## config.mk

```make
export PLATFORM = sky130hd
export DESIGN_NAME = knn_host_driver_flat
export DESIGN_NICKNAME = d
export VERILOG_FILES = /design/src/rtl/knn_pkg.sv /design/src/rtl/knn_host_driver_if.sv /design/src/rtl/knn_point_ram.sv /design/src/rtl/knn_host_driver.sv /design/src/flat_wrapper.sv
export SDC_FILE = /design/constraint.sdc
export NUM_CORES = 2
export LEC_CHECK = 0
export BUFFER_PORTS_ARGS = -buffer_cell sky130_fd_sc_hd__buf_2
export CAP_MARGIN = 20
export CORE_ASPECT_RATIO = 0.6
export CORE_UTILIZATION = 25
export DETAILED_ROUTE_END_ITERATION = 8
export PLACE_DENSITY = 0.42
export SYNTH_ARGS = -nofsm -noshare
export SYNTH_HDL_FRONTEND = slang
export SYNTH_HIERARCHICAL = 1
export SYNTH_SLANG_ARGS = --single-unit
export TNS_END_PERCENT = 100
```

## constraint.sdc

```tcl
create_clock -name clk -period 8.8 [get_ports clk]
set_input_delay 0.88 -clock clk [delete_from_list [all_inputs] [get_ports clk]]
set_output_delay 0.88 -clock clk [all_outputs]
set_load 0.05 [all_outputs]
```

## src/rtl/knn_pkg.sv

```systemverilog
// Shared widths, sizes and the job-sequencer state type for the KNN host driver.
package knn_pkg;
  localparam int unsigned X_W         = 11;
  localparam int unsigned Y_W         = 10;
  localparam int unsigned PT_W        = X_W + Y_W;
  localparam int unsigned ADDR_W      = 7;
  localparam int unsigned DEPTH       = 1 << ADDR_W;
  localparam int unsigned N_TRAIN_DEF = 128;
  localparam int unsigned CNT_W       = 16;

  typedef enum logic [2:0] {
    IDLE,
    WAIT_RDY,
    UPDATE,
    TRAIN,
    QUERY,
    WAIT_RES
  } state_e;
endpackage

```

## src/rtl/knn_host_driver_if.sv

```systemverilog
// Chip-side point/result bus between the host driver (master) and the KNN chip (slave).
interface knn_host_driver_if;
  import knn_pkg::*;

  logic [X_W-1:0] o_x;
  logic [Y_W-1:0] o_y;
  logic           o_valid;
  logic           o_data_type;
  logic           o_train_points_update;
  logic           i_valid;
  logic           i_group;
  logic           i_busy;

  modport master (
    output o_x, o_y, o_valid, o_data_type, o_train_points_update,
    input  i_valid, i_group, i_busy
  );

  modport slave (
    input  o_x, o_y, o_valid, o_data_type, o_train_points_update,
    output i_valid, i_group, i_busy
  );
endinterface

```

## src/rtl/knn_point_ram.sv

```systemverilog
// 128x21 training-point buffer: one write port, one registered read port.
module knn_point_ram
  import knn_pkg::*;
(
  input  logic              clk,
  input  logic              we,
  input  logic [ADDR_W-1:0] waddr,
  input  logic [PT_W-1:0]   wdata,
  input  logic [ADDR_W-1:0] raddr,
  output logic [PT_W-1:0]   rdata
);
  logic [PT_W-1:0] mem_q [DEPTH];
  logic [PT_W-1:0] rdata_q;

  // Same-address read and write in one cycle returns the old entry.
  always_ff @(posedge clk) begin
    if (we) mem_q[waddr] <= wdata;
    rdata_q <= mem_q[raddr];
  end

  assign rdata = rdata_q;
endmodule

```

## src/rtl/knn_host_driver.sv

```systemverilog
// Host-side job sequencer: streams the training buffer and a query to the KNN chip
// and returns the classification result (or a timeout) to the host.
module knn_host_driver
  import knn_pkg::*;
#(
  parameter int unsigned N_TRAIN    = N_TRAIN_DEF,
  parameter int unsigned UPD_CYCLES = 35,
  parameter int unsigned TIMEOUT    = 1023
) (
  input  logic              clk,
  input  logic              rst,
  input  logic              h_wr_en,
  input  logic [ADDR_W-1:0] h_wr_addr,
  input  logic [X_W-1:0]    h_wr_x,
  input  logic [Y_W-1:0]    h_wr_y,
  input  logic [X_W-1:0]    h_q_x,
  input  logic [Y_W-1:0]    h_q_y,
  input  logic              h_start,
  input  logic              h_update,
  knn_host_driver_if.master chip,
  output logic              o_res_valid,
  output logic              o_res_group,
  output logic              o_job_busy,
  output logic              o_timeout
);
  state_e           state_q, state_d;
  logic [CNT_W-1:0] cnt_q, cnt_d;
  logic [X_W-1:0]   qx_q, qx_d, pt_x_q, pt_x_d;
  logic [Y_W-1:0]   qy_q, qy_d, pt_y_q, pt_y_d;
  logic             upd_q, upd_d;
  logic             trn_vld_q, trn_vld_d;
  logic             res_valid_q, res_valid_d;
  logic             res_group_q, res_group_d;
  logic             timeout_q, timeout_d;
  logic [PT_W-1:0]  rd_data;
  logic             qry_vld;

  // The shared counter doubles as the read address, one cycle ahead of the stream.
  knn_point_ram u_ram (
    .clk   (clk),
    .we    (h_wr_en),
    .waddr (h_wr_addr),
    .wdata ({h_wr_x, h_wr_y}),
    .raddr (cnt_q[ADDR_W-1:0]),
    .rdata (rd_data)
  );

  always_comb begin
    state_d     = state_q;
    cnt_d       = cnt_q + 1'b1;
    qx_d        = qx_q;
    qy_d        = qy_q;
    upd_d       = upd_q;
    trn_vld_d   = 1'b0;
    res_valid_d = 1'b0;
    res_group_d = res_group_q;
    timeout_d   = timeout_q;
    case (state_q)
      IDLE: begin
        cnt_d = '0;
        if (h_start) begin
          qx_d      = h_q_x;
          qy_d      = h_q_y;
          upd_d     = h_update;
          timeout_d = 1'b0;
          state_d   = WAIT_RDY;
        end
      end
      WAIT_RDY: begin
        cnt_d = '0;
        if (!chip.i_busy) state_d = upd_q ? UPDATE : TRAIN;
      end
      UPDATE: begin
        if (cnt_q == CNT_W'(UPD_CYCLES - 1)) begin
          cnt_d   = '0;
          state_d = TRAIN;
        end
      end
      TRAIN: begin
        trn_vld_d = (cnt_q < CNT_W'(N_TRAIN));
        if (cnt_q == CNT_W'(N_TRAIN)) begin
          cnt_d   = '0;
          state_d = QUERY;
        end
      end
      QUERY: begin
        cnt_d   = '0;
        state_d = WAIT_RES;
      end
      WAIT_RES: begin
        if (chip.i_valid) begin
          res_valid_d = 1'b1;
          res_group_d = chip.i_group;
          state_d     = IDLE;
        end else if (cnt_q == CNT_W'(TIMEOUT - 1)) begin
          timeout_d = 1'b1;
          state_d   = IDLE;
        end
      end
      default: state_d = IDLE;
    endcase
  end

  // Point outputs: RAM data while streaming, query in QUERY, otherwise hold.
  always_comb begin
    qry_vld = (state_q == QUERY);
    pt_x_d  = pt_x_q;
    pt_y_d  = pt_y_q;
    if (trn_vld_q) begin
      pt_x_d = rd_data[PT_W-1:Y_W];
      pt_y_d = rd_data[Y_W-1:0];
    end else if (qry_vld) begin
      pt_x_d = qx_q;
      pt_y_d = qy_q;
    end
  end

  always_ff @(posedge clk) begin
    if (rst) begin
      state_q     <= IDLE;
      cnt_q       <= '0;
      qx_q        <= '0;
      qy_q        <= '0;
      upd_q       <= 1'b0;
      trn_vld_q   <= 1'b0;
      res_valid_q <= 1'b0;
      res_group_q <= 1'b0;
      timeout_q   <= 1'b0;
      pt_x_q      <= '0;
      pt_y_q      <= '0;
    end else begin
      state_q     <= state_d;
      cnt_q       <= cnt_d;
      qx_q        <= qx_d;
      qy_q        <= qy_d;
      upd_q       <= upd_d;
      trn_vld_q   <= trn_vld_d;
      res_valid_q <= res_valid_d;
      res_group_q <= res_group_d;
      timeout_q   <= timeout_d;
      pt_x_q      <= pt_x_d;
      pt_y_q      <= pt_y_d;
    end
  end

  assign chip.o_x                   = pt_x_d;
  assign chip.o_y                   = pt_y_d;
  assign chip.o_valid               = trn_vld_q | qry_vld;
  assign chip.o_data_type           = qry_vld;
  assign chip.o_train_points_update = (state_q == UPDATE);
  assign o_res_valid                = res_valid_q;
  assign o_res_group                = res_group_q;
  assign o_job_busy                 = (state_q != IDLE);
  assign o_timeout                  = timeout_q;
endmodule

```

## src/flat_wrapper.sv

```systemverilog
// flat-port wrapper written by rule: the top's interface ports become plain ports
module knn_host_driver_flat import knn_pkg::*;
#(
  parameter int unsigned N_TRAIN    = N_TRAIN_DEF,
  parameter int unsigned UPD_CYCLES = 35,
  parameter int unsigned TIMEOUT    = 1023
)
  (clk, rst, h_wr_en, h_wr_addr, h_wr_x, h_wr_y, h_q_x, h_q_y, h_start, h_update, o_res_valid, o_res_group, o_job_busy, o_timeout, chip_o_x, chip_o_y, chip_o_valid, chip_o_data_type, chip_o_train_points_update, chip_i_valid, chip_i_group, chip_i_busy);
  knn_host_driver_if chip_i ();
  input  logic clk;
  input  logic rst;
  input  logic h_wr_en;
  input  logic [ADDR_W-1:0] h_wr_addr;
  input  logic [X_W-1:0] h_wr_x;
  input  logic [Y_W-1:0] h_wr_y;
  input  logic [X_W-1:0] h_q_x;
  input  logic [Y_W-1:0] h_q_y;
  input  logic h_start;
  input  logic h_update;
  output logic o_res_valid;
  output logic o_res_group;
  output logic o_job_busy;
  output logic o_timeout;
  output wire logic [$bits(chip_i.o_x)-1:0] chip_o_x;
  output wire logic [$bits(chip_i.o_y)-1:0] chip_o_y;
  output wire logic [$bits(chip_i.o_valid)-1:0] chip_o_valid;
  output wire logic [$bits(chip_i.o_data_type)-1:0] chip_o_data_type;
  output wire logic [$bits(chip_i.o_train_points_update)-1:0] chip_o_train_points_update;
  input wire logic [$bits(chip_i.i_valid)-1:0] chip_i_valid;
  input wire logic [$bits(chip_i.i_group)-1:0] chip_i_group;
  input wire logic [$bits(chip_i.i_busy)-1:0] chip_i_busy;
  assign chip_o_x = chip_i.o_x;
  assign chip_o_y = chip_i.o_y;
  assign chip_o_valid = chip_i.o_valid;
  assign chip_o_data_type = chip_i.o_data_type;
  assign chip_o_train_points_update = chip_i.o_train_points_update;
  assign chip_i.i_valid = chip_i_valid;
  assign chip_i.i_group = chip_i_group;
  assign chip_i.i_busy = chip_i_busy;
  knn_host_driver #(.N_TRAIN(N_TRAIN), .UPD_CYCLES(UPD_CYCLES), .TIMEOUT(TIMEOUT)) u_core (.clk(clk), .rst(rst), .h_wr_en(h_wr_en), .h_wr_addr(h_wr_addr), .h_wr_x(h_wr_x), .h_wr_y(h_wr_y), .h_q_x(h_q_x), .h_q_y(h_q_y), .h_start(h_start), .h_update(h_update), .chip(chip_i), .o_res_valid(o_res_valid), .o_res_group(o_res_group), .o_job_busy(o_job_busy), .o_timeout(o_timeout));
endmodule
```

Word level (Yosys, flattened, before mapping):

Memory sizes are Yosys's and may differ from the RTL's. A register that Yosys moved wholly into a read port is not among the register bits.
Index checks and enable logic that the tools add are counted.

* add/subtract/negate cells: 1
* order comparisons: 1
* equality and inequality tests: 15
* multiplexer cells: 22
* bitwise gates (word level): 3
* reduce and logical (&&, ||, !) cells: 10

Operator list (count)
* 16-bit one-hot mux with 3 select lines: 1
* 16-bit two-way mux: 2
* 11-bit two-way mux: 2
* 10-bit two-way mux: 2
* 3-bit two-way mux: 6
* 3-bit one-hot mux with 6 select lines: 1
* 16-bit by 1-bit adder with 16-bit output, second input constant: 1
* 16-bit by 10-bit == test with 1-bit output, second input constant: 1
* 16-bit by 6-bit == test with 1-bit output, second input constant: 1
* 16-bit by 8-bit == test with 1-bit output, second input constant: 1
* 16-bit by 8-bit less-than comparator with 1-bit output, second input constant: 1
* 1-bit two-way mux: 7
* 3-bit by 2-bit == test with 1-bit output, second input constant: 2
* 3-bit == test, second input constant: 2
* 2-bit by 1-bit != test with 1-bit output, second input constant: 3
* 2-bit != test, second input constant: 3
* 5-bit AND reduction: 1
* 2-bit AND reduction: 2
* 4-bit AND reduction: 1
* 2-bit OR reduction: 2
* 3-bit by 1-bit == test with 1-bit output, second input constant: 1
* 3-bit logical NOT: 1
* 3-bit by 2-bit != test with 1-bit output, second input constant: 1
* 3-bit nonzero test: 1
* other kinds (5): 6

* register bits after elaboration: 66
* memory bits (writable): 2688
* bits of input ports: 57
* output and inout port bits: 28
* word-level logic and storage cells: 64
* memories: 1

Memory list
* u_core.u_ram.mem_q: depth 128, width 21, rd ports 1, clocked after Yosys merged registers in 1, wr ports 1, RTL line knn_point_ram.sv:12 `logic [PT_W-1:0] mem_q [DEPTH];`

Depth between registers and ports, before layout:

* depth in word-level cells: 4
* gate-level depth with buffers: 8
* gate-level depth less buffers: 7

Hierarchy:

The synthesis kept the hierarchy.

By module, submodules not included
* knn_point_ram: times used 1, cells each 3995, area each 102881.2 µm², sequential area each 81137.8 µm²
* knn_host_driver: times used 1, cells each 342, area each 2887.8 µm², sequential area each 1321.3 µm²

Worst setup path after synthesis:

No wires, ideal clock.

* path kind: in2reg
* from: input port h_wr_en
* to: memory u_core/u_ram/mem_q[98][0] in the netlist's numbering (enable)
* library setup time: 0.425 ns
* arrival time: 2.920 ns
* data required time: 8.375 ns
* slack: 5.454 ns
* cell stages on the path: 3
* buffers on the path: 1
* path through: clkbuf_1 nand4_1 nor3_1

* cells in the longest elaborated chain, start to end: 2

RTL lines
* start, declared: RTL line flat_wrapper.sv:12 `input logic h_wr_en;`
* 1-bit two-way mux: RTL line knn_point_ram.sv:17 `if (we) mem_q[waddr] <= wdata;`
* 1-bit two-way mux (not written as such): RTL line knn_point_ram.sv:17
* end, declared: RTL line knn_point_ram.sv:12

Every way passes these cells.

==> out/qor.yml <==
outcome: "finished, final reports clean"
cp_max_fo: 53
grt_pass1_wl_um: 457000
cts_buffers: 281
die_w_um: 842
cts_root_buf: "clkbuf_16"
max_freq_ghz: 0.226
crit_top_cell: "mux4_2"
path_clk_slew_ns: 0.07
finalSetupViolCount: 0
postCtsSetupBuffers: 0
hold_path.startpoint: "h_q_x[7]"
path_buf_inv: 2
worstSetupEndpointType: "register"
die_y_um: 506
grt_use_met2: 0.211
tightestPinTransition_ns: 1.18
setup_tns_ns: 0
drive_gt1_frac: 0.355
cp.required_ns: 9.60
worstSkewPairLatency_ns: 0.91
synthCells: 4337
dpl_cell_area_um2: 114000
slew_viol_final: 0
worstSetupPathType: "register to register"
cts_buffer_depth: 4
rsz0062_at_grt: "no"
num_vias: 50264
synthTopCellsByArea: "edfxtp_1 76%, mux4_2 19%, dfxtp_1 1.6%, nor2_1 0.52%, clkbuf_1 0.50%"
maxSlewHeadroom: 0.211
num_rows: 184
crit_path_start_kind: "register"
finClkSkew_ns: 0.0667
cp_cell_sequence: "buf_4, buf_4, mux4_2, mux4_2, mux4_2, mux2_2"
clock_sinks: 2775
postSynthAreaPerCell_um2: 24.4
synth_top_cell_area_share: 0.763
core_area_um2: 420000
crit_family: "multiplexers"
leakage_uw: 0.0358
synth_nets: 4397
die_area_um2: 426000
synth_edf_count: 2688
start_util: 0.252
synthDistinctLibCells: 42
place.port_buffers: 84
ir_worst_vdd_mv: 0.150
slowest_stage: "buf_4"
area_growth_pct: 16.7
period_minus_slack_ns: 4.43
grt_pass1_vias: 49653
ys_seq_area_frac: 0.780
max_cap_violations: 0
yosysTopAreaCell: "edfxtp_1"
cts_tree: "yes"
ys.flop_type: "edfxtp_1"
io_pins: 85
via_per_inst: 4.79
async_reset_ff_frac: 0
wl_per_cell_um: 32.7
netlist_area_um2: 106000
hold_class: "input pin to register"
dr.pass1.iters: 7
wl_um: 343000
crit_start: "u_core/cnt_q[2]"
drc_errors: 0
htree_num_levels: 5
postLayoutCellArea_um2: 123000
ctsResizeCount: 0
ant_nets: 0
drt_iter0_drc: 7212
synth_warnings: 6
grt_max_degree: 114
antenna_found_initial: 92
slowest_delay_ns: 0.77
synth-seq-cells: 2775
nets: 4737
use_met3: 0.0593
gp_congestion: 0.785
busiest_layer: "met1"
fin_crit_sh: 0.503
powerDensity_nw_per_um2: 222
holdBufCountCts: 0
gr-total-overflow: 0
post-dp-hpwl_um: 198000
worst_ep_arrival_time_ns: 5.22
use_met1: 0.241
finalHoldViolations: 0
r2r_start: "u_core/cnt_q[2]"
grt_usage: 0.158
per-stage QoR:
step | util | instances | hold WS (ns) | worst slack, ns | total power [uW]
finish | 0.294 | 10501 | 0.249 | 4.37 | 27400
floorplan | - | 4337 | 0.436 | 5.45 | 15300
detailed placement | 0.272 | 9972 | 0.449 | 4.36 | 15800
global route | 0.294 | 10474 | 0.221 | 4.30 | 28200
CTS | 0.294 | 10467 | 0.171 | 4.37 | 27700
global placement | 0.272 | 9968 | 0.443 | 4.35 | 15700
cells by family after synthesis:
kind of cell               synth area share
DFF                                   0.780
adders and majority gates          0.000355
AOI/OAI and AO/OA                   0.00296
buffers and inverters               0.00995
muxes                                 0.192
xor gates and xnor gates            0.00116
and+or+nand+nor                      0.0138
cell usage in the layout (no fill, tap or decap), types with 24 or more instances in the layout:
master     count
buf_2         63
clkinv_2      46
nor2_1        27
clkbuf_1      48
buf_4        212
nor2_2       100
diode_2       32
clkinv_1      55
nand2_1       84
edfxtp_1    2688
nor2b_1       31
clkbuf_16    289
dfxtp_1       79
a21oi_1       24
mux4_2       882
worst reg2reg max path: stages (launching register included):
cell and delay, ns:
dfxtp_4 0.74, buf_4 0.68, buf_4 0.82, mux4_2 0.54, mux4_2 0.62, mux4_2 0.63
mux2_2 0.31
registers in the layout, indices dropped and copies added, names as in the netlist:
signal and flops:
u_core/o_res_valid 1, u_core/trn_vld_q 1, u_core/o_timeout 1, u_core/u_ram/rdata 21
u_core/upd_q 1, u_core/state_q 3, u_core/pt_x_q 11, u_core/pt_y_q 10
u_core/u_ram/mem_q 2688, u_core/cnt_q 16, u_core/qy_q 10, u_core/qx_q 11
u_core/o_res_group 1
area by class of cell:
| class | count | area, um2 |
|---|---|---|
| Antenna cell | 32 | 80.1 |
| Inverter | 4 | 15.0 |
| Clock buffer | 351 | 7600 |
| Tap cell | 5580 | 6980 |
| Fill cell | 40600 | 297000 |
| Multi-Input combinational cell | 1324 | 22700 |
| Timing Repair Buffer | 291 | 2230 |
| Sequential cell | 2775 | 82500 |
| Clock inverter | 144 | 1280 |
path summary, 6_finish.rpt:
check,cells past startpoint,to,slack [ns]
max,6,u_core/u_ram/rdata[1],4.37
min,3,u_core/qx_q[7],0.25
max reg2reg,6,u_core/u_ram/rdata[1],4.37
min reg2reg,2,u_core/qx_q[10],0.46
synth_stat cells (2+ instances only):
cell,n
mux4_2,882
nand4b_1,2
buf_6,10
and4_1,3
o21ai_0,24
inv_1,4
xor2_1,8
nor2b_1,31
nand2b_1,4
buf_2,67
edfxtp_1,2688
buf_1,15
mux2i_1,22
dfxtp_1,87
ha_1,3
mux2_2,21
nor2_1,146
or4_1,3
nand3_1,20
and2_1,2
clkbuf_1,142
nand4_1,6
nand2_1,85
nor3_1,15
a21oi_1,24
xnor2_1,6
or2_2,2
metal layers:
metal,up-vias,wire (um)
li1,19402,-
met1,28107,159000
met2,2257,137000
met3,448,39000
met4,50,7800
met5,-,323
power by group:
part | internal, uW | switching (uW)
clock | 6730 | 5210
sequential | 14500 | 44.9
combinational | 283 | 586
(Power assumes the default switching activity.)
